File: src/rtl/multicycle_ctrl.sv
// Multi-cycle sequencing FSM for the 19-bit CPU: fetch/decode/execute/mem/wb.
// Optional memory wait states are enabled by defining MC_WAIT_STATE_EN.
module multicycle_ctrl #(
   parameter int ADDR_W = 19
) (
   input  logic       clk,
   input  logic       rst_n,
   input  logic [4:0] op,
   input  logic [4:0] funct5,
   input  logic       f7b5,
   input  logic       zero,
   input  logic       mem_ready,
   output logic       pcwrite,
   output logic       adrsrc,
   output logic       memwrite,
   output logic       irwrite,
   output logic [1:0] resultsrc,
   output logic [1:0] alusrca,
   output logic [1:0] alusrcb,
   output logic [1:0] immsrc,
   output logic       regwrite,
   output logic [3:0] alucontrol,
   output logic       illegal,
   output logic [3:0] state
);

   typedef enum logic [3:0] {
      S_FETCH    = 4'd0,
      S_DECODE   = 4'd1,
      S_MEMADR   = 4'd2,
      S_MEMREAD  = 4'd3,
      S_MEMWB    = 4'd4,
      S_MEMWRITE = 4'd5,
      S_EXECR    = 4'd6,
      S_EXECI    = 4'd7,
      S_ALUWB    = 4'd8,
      S_BRANCH   = 4'd9,
      S_JAL      = 4'd10
   } state_t;

   localparam logic [4:0] OP_RTYPE = 5'b00000;
   localparam logic [4:0] OP_ITYPE = 5'b00001;
   localparam logic [4:0] OP_LOAD  = 5'b00010;
   localparam logic [4:0] OP_STORE = 5'b00011;
   localparam logic [4:0] OP_BEQ   = 5'b00100;
   localparam logic [4:0] OP_BNE   = 5'b00101;
   localparam logic [4:0] OP_JAL   = 5'b00110;

   localparam logic [3:0] ALU_ADD = 4'b0000;
   localparam logic [3:0] ALU_SUB = 4'b1000;

   typedef struct packed {
      logic       pcupdate;
      logic       adrsrc;
      logic       memwrite;
      logic       irwrite;
      logic [1:0] resultsrc;
      logic [1:0] alusrca;
      logic [1:0] alusrcb;
      logic       regwrite;
      logic [3:0] alucontrol;
   } ctl_t;

   // Moore output table; fctl is the funct-derived ALU code for EXECR/EXECI.
   function automatic ctl_t ctl_of(input state_t s, input logic [3:0] fctl);
      ctl_t c;
      c = '0;
      unique case (s)
         S_FETCH: begin
            c.irwrite   = 1'b1;
            c.alusrcb   = 2'b10;
            c.resultsrc = 2'b10;
            c.pcupdate  = 1'b1;
         end
         S_DECODE: begin
            c.alusrca = 2'b01;
            c.alusrcb = 2'b01;
         end
         S_MEMADR: begin
            c.alusrca = 2'b10;
            c.alusrcb = 2'b01;
         end
         S_MEMREAD: c.adrsrc = 1'b1;
         S_MEMWB: begin
            c.resultsrc = 2'b01;
            c.regwrite  = 1'b1;
         end
         S_MEMWRITE: begin
            c.adrsrc   = 1'b1;
            c.memwrite = 1'b1;
         end
         S_EXECR: begin
            c.alusrca    = 2'b10;
            c.alucontrol = fctl;
         end
         S_EXECI: begin
            c.alusrca    = 2'b10;
            c.alusrcb    = 2'b01;
            c.alucontrol = fctl;
         end
         S_ALUWB: c.regwrite = 1'b1;
         S_BRANCH: begin
            c.alusrca    = 2'b10;
            c.alucontrol = ALU_SUB;
         end
         S_JAL: begin
            c.alusrca  = 2'b01;
            c.alusrcb  = 2'b10;
            c.pcupdate = 1'b1;
         end
         default: c = '0;
      endcase
      return c;
   endfunction

   state_t     cur;
   state_t     nxt;
   ctl_t       ctl;
   logic       gate;
   logic       legal;
   logic       taken;
   logic [3:0] fctl;
   logic [31:0] aw;
   logic       unused_ok;

   assign aw        = ADDR_W;
   assign unused_ok = ^{mem_ready, aw, funct5[4:3]};

   // gate is low only while a memory-facing state waits for mem_ready.
`ifdef MC_WAIT_STATE_EN
   assign gate = mem_ready |
                 ~((cur == S_FETCH) | (cur == S_MEMREAD) |
                   (cur == S_MEMWRITE));
`else
   assign gate = 1'b1;
`endif

   assign legal = (op <= OP_JAL);
   assign taken = ((op == OP_BEQ) & zero) | ((op == OP_BNE) & ~zero);
   assign fctl  = {f7b5 & (op == OP_RTYPE), funct5[2:0]};

   always_comb begin
      nxt = cur;
      unique case (cur)
         S_FETCH: if (gate) nxt = S_DECODE;
         S_DECODE: begin
            case (op)
               OP_LOAD, OP_STORE: nxt = S_MEMADR;
               OP_RTYPE:          nxt = S_EXECR;
               OP_ITYPE:          nxt = S_EXECI;
               OP_BEQ, OP_BNE:    nxt = S_BRANCH;
               OP_JAL:            nxt = S_JAL;
               default:           nxt = S_FETCH;
            endcase
         end
         S_MEMADR:
            nxt = (op == OP_LOAD) ? S_MEMREAD : S_MEMWRITE;
         S_MEMREAD:  if (gate) nxt = S_MEMWB;
         S_MEMWB:    nxt = S_FETCH;
         S_MEMWRITE: if (gate) nxt = S_FETCH;
         S_EXECR:    nxt = S_ALUWB;
         S_EXECI:    nxt = S_ALUWB;
         S_ALUWB:    nxt = S_FETCH;
         S_BRANCH:   nxt = S_FETCH;
         S_JAL:      nxt = S_ALUWB;
         default:    nxt = S_FETCH;
      endcase
   end

   always_ff @(posedge clk or negedge rst_n) begin
      if (!rst_n) begin
         cur <= S_FETCH;
         ctl <= ctl_of(S_FETCH, ALU_ADD);
      end else begin
         cur <= nxt;
         ctl <= ctl_of(nxt, fctl);
      end
   end

   always_comb begin
      immsrc = 2'b00;
      unique case (1'b1)
         (op == OP_STORE):                  immsrc = 2'b01;
         (op == OP_BEQ) || (op == OP_BNE): immsrc = 2'b10;
         (op == OP_JAL):                    immsrc = 2'b11;
         default:                           immsrc = 2'b00;
      endcase
   end

   assign pcwrite    = (ctl.pcupdate & gate) |
                       ((cur == S_BRANCH) & taken);
   assign irwrite    = ctl.irwrite & gate;
   assign memwrite   = ctl.memwrite & gate;
   assign adrsrc     = ctl.adrsrc;
   assign resultsrc  = ctl.resultsrc;
   assign alusrca    = ctl.alusrca;
   assign alusrcb    = ctl.alusrcb;
   assign regwrite   = ctl.regwrite;
   assign alucontrol = ctl.alucontrol;
   assign illegal    = (cur == S_DECODE) & ~legal;
   assign state      = cur;

endmodule

File: config.mk
export PLATFORM = sky130hd
export DESIGN_NAME = multicycle_ctrl
export DESIGN_NICKNAME = d
export VERILOG_FILES = /design/src/rtl/multicycle_ctrl.sv
export SDC_FILE = /design/constraint.sdc
export NUM_CORES = 1
export LEC_CHECK = 0
export BUFFER_PORTS_ARGS = -buffer_cell sky130_fd_sc_hd__buf_2
export CAP_MARGIN = 20
export CORE_MARGIN = 2
export CORE_UTILIZATION = 35
export DETAILED_ROUTE_END_ITERATION = 8
export HOLD_SLACK_MARGIN = 0.02
export SYNTH_ARGS = -nofsm -noshare
export SYNTH_HDL_FRONTEND = slang
export SYNTH_SLANG_ARGS = --single-unit
File: constraint.sdc
create_clock -name clk -period 2.1 [get_ports clk]
set_clock_uncertainty 0.1 [all_clocks]
set_input_delay 0.42 -clock clk [delete_from_list [all_inputs] [get_ports clk]]
set_output_delay 0.42 -clock clk [all_outputs]
set_load 0.1 [all_outputs]
==> impl_metrics.py <==
metrics = {
    "power": {
        "peakVddDrop_mv": 1.02,
        "clockPowerShare": 0.104,
        "total_power_w": 0.00206,
        "internal_power_w": 0.000901,
        "sw_frac_of_total": 0.562,
        "switching_power_w": 0.00116,
        "combPwrFrac": 0.651,
        "seq_power_share": 0.244,
        "power_leakage_nw": 0.690,
        "power.density_mw_per_mm2": 1520,
    },
    "setup_path": {
        "slowest_stage": "or4b_1",
        "arrival_ns": 1.78,
        "cp-start-kind": "flop",
        "crit_buf_inv": 2,
        "crit_family": "simple AND/OR/NAND/NOR gates",
        "crit_path_end_kind": "output port",
        "worstPathRequired_ns": 1.58,
        "criticalPathCategory": "flop to output port",
        "worst_path_largest_cell_delay_ns": 0.54,
        "crit_fanout": 2,
        "crit_chain": "or4b_1 -> buf_6 -> a21oi_4 -> buf_12",
    },
    "floorplan": {
        "io_pins": 37,
        "rows": 18,
        "core_area_sq_mm": 0.00250,
        "initial_utilization": 0.375,
        "die_h_um": 55.8,
        "die_w_um": 55.8,
        "dieArea_sq_mm": 0.00311,
    },
    "logic_synthesis": {
        "yosys_warnings": 0,
        "synth_ff_type": "dfrtp_1",
        "syn-num-nets": 103,
        "synth_top_cell_by_area": "dfrtp_1",
        "yosys-top-cells-area": "dfrtp_1, dfstp_2, buf_4",
        "avgSynthCellArea_sq_um": 10.7,
        "synth.top_cell.area_share": 0.400,
        "ys_async_sr_fraction": 1.00,
        "synth_cell_types": 38,
        "synth.most_common_cell": "dfrtp_1",
        "synth_edf_count": 0,
        "ys_seq_area_frac": 0.484,
        "synth_seq_cells": 18,
        "netlist_area_sq_um": 938,
        "synth_cells": 88,
        "synth_common_cells": "dfrtp_1, buf_4, nor2_1",
    },
    "cells_and_area": {
        "fill_cells": 236,
        "synthToLayoutAreaGrowth_pct": 44.4,
        "nNetsFinal": 148,
        "final_util": 0.542,
        "drive_above_1_share": 0.583,
        "n_antenna_cell": 0,
        "regArea_sq_um": 464,
        "multi_input_area_sq_um": 417,
    },
    "sta": {
        "period_share": 1.10,
        "clock.fmax_ghz": 0.434,
        "setup_slack_ns": -0.202,
        "setup_viol": 6,
        "setup_tns_ns": -0.579,
        "worst_pin_slew_ns": 0.486,
        "rsz0062_at_grt": "yes",
        "hold_viol": 0,
        "slew_headroom": 0.678,
        "post-route-min-period_ns": 2.30,
        "slew_viol_final": 0,
    },
    "drt": {
        "detail_route.iter0.violations": 12,
        "num_vias": 770,
        "viasPerCell": 4.75,
        "routed_wl_um": 2130,
        "antenna_left": 0,
        "wire_per_inst_um": 13.1,
        "drt_pass1_iterations": 4,
        "drc": 0,
    },
    "clocking": {
        "clock_path_buffers": 2,
        "clock_latency_ns": 0.30,
        "cts_tree": "done",
        "clock_sinks": 18,
        "clkTransAtPathRegs_ns": 0.10,
        "cts_buffers": 3,
        "cts_htree_levels": 1,
        "root_buffer": "clkbuf_4",
    },
    "outcome": {
        "violations": "setup timing",
        "status": "finished with violations",
    },
    "min_path": {
        "holdCritPathClass": "input pin to flop",
    },
    "place": {
        "gp_congestion": 0.785,
        "port-buffer-count": 33,
        "dpl.hpwl_um": 1620,
    },
    "global_route": {
        "track_usage": 0.158,
        "grt_start_max_net_pins": 19,
        "grt_pass1_vias": 839,
        "gr-total-overflow": 0,
        "grt_first_pass_wirelength_um": 3770,
        "antenna_found_initial": 0,
    },
    "run": {
        "maxCapViolCount": 0,
    },
}
-- metal layers --
layer	global-route usage	vias to the layer above	share of wire
met2	0.255	25	0.48
met3	0.0326	5	0.052
met1	0.190	357	0.43
li1	-	383	-
met5	0	-	0
met4	0.105	0	0.032
-- final cells by class --
| cell class | count | area share |
|---|---|---|
| multi-input combinational | 53 | 0.307 |
| tap | 30 | 0.0277 |
| timing repair buffer | 54 | 0.287 |
| inverter | 3 | 0.00831 |
| sequential | 18 | 0.343 |
| clock buffer | 4 | 0.0268 |
-- worst reg2reg max path, cell delays in order, from the launching register on --
cell and delay [ns]:
dfrtp_4 0.49, or4b_1 0.54, buf_6 0.15, buf_4 0.16, a2111oi_4 0.21, o21bai_4 0.21
nand2_2 0.11, a21oi_2 0.14
-- cell families (layout without fill, tap and decap cells) --
| kind of cell | Yosys count | in the layout | share of synthesized area |
|---|---|---|---|
| compound gates | 16 | 16 | 0.160 |
| buf+inv | 17 | 61 | 0.119 |
| xor+xnor | 2 | 2 | 0.0187 |
| flops | 18 | 18 | 0.484 |
| simple gates | 35 | 35 | 0.219 |
-- power by group through the flow --
stage | logic [W] | clock network, W | registers (W)
after floorplan | 0.000876 | 0 | 0.000731
after global placement | 0.00131 | 0 | 0.000507
after detailed placement | 0.00131 | 0 | 0.000509
after CTS | 0.00135 | 0.000221 | 0.000503
after global routing | 0.00140 | 0.000230 | 0.000516
final | 0.00134 | 0.000215 | 0.000503
-- metrics by stage --
| stage | instance area, sq um | instances | hold slack [ns] | setup WS, ns |
|---|---|---|---|---|
| floorplan | 998 | 88 | 0.0244 | -0.582 |
| CTS | 1350 | 161 | 0.215 | -0.212 |
| global route | 1360 | 162 | 0.233 | -0.252 |
| detailed placement | 1290 | 155 | 0.274 | -0.0426 |
| finish | 1360 | 162 | 0.216 | -0.202 |
| global placement | 1290 | 155 | 0.265 | -0.0193 |
-- worst paths after layout --
kind | from | endpoint | slack, ns | depth (start not counted)
worst max register to register | state[1]$_DFF_PN0_ | ctl[14]$_DFF_PN1_ | -0.07 | 7
worst min register to register | state[0]$_DFF_PN0_ | adrsrc$_DFF_PN0_ | 0.49 | 1
worst min-delay path | funct5[2] | alucontrol[2]$_DFF_PN0_ | 0.22 | 2
min in group asynchronous | rst_n | memwrite$_DFF_PN0_ | 0.48 | 2
max in group asynchronous | rst_n | ctl[14]$_DFF_PN1_ | 1.09 | 2
worst max-delay path | state[1]$_DFF_PN0_ | illegal | -0.20 | 4
-- registers in the layout (all words and copies together) (netlist names) --
register and count:
state 4, memwrite 1, irwrite 1, regwrite 1
ctl 1, alusrca 2, resultsrc 1, adrsrc 1
alusrcb 2, alucontrol 4
-- placed cells by master (no fill, tap or decap), types with 2 or more instances in the layout --
cell / count
buf_4: 19
dfstp_2: 3
buf_2: 29
dfrtp_1: 11
clkbuf_4: 3
buf_12: 4
dfrtp_4: 2
inv_1: 3
dfrtp_2: 2
nor2_1: 9
nand2b_1: 2
nand2_1: 5
and2_1: 4
nand3_1: 2
a21oi_2: 2
-- timing repair --
item / in CTS / in global routing
setup endpoints to repair: 2 / 7
endpoints found under the hold margin: 15 / 0
hold buffers: 1 / 0
resized for setup: 1 / 0
setup buffers: 1 / 1
(Power assumes the default switching activity.)
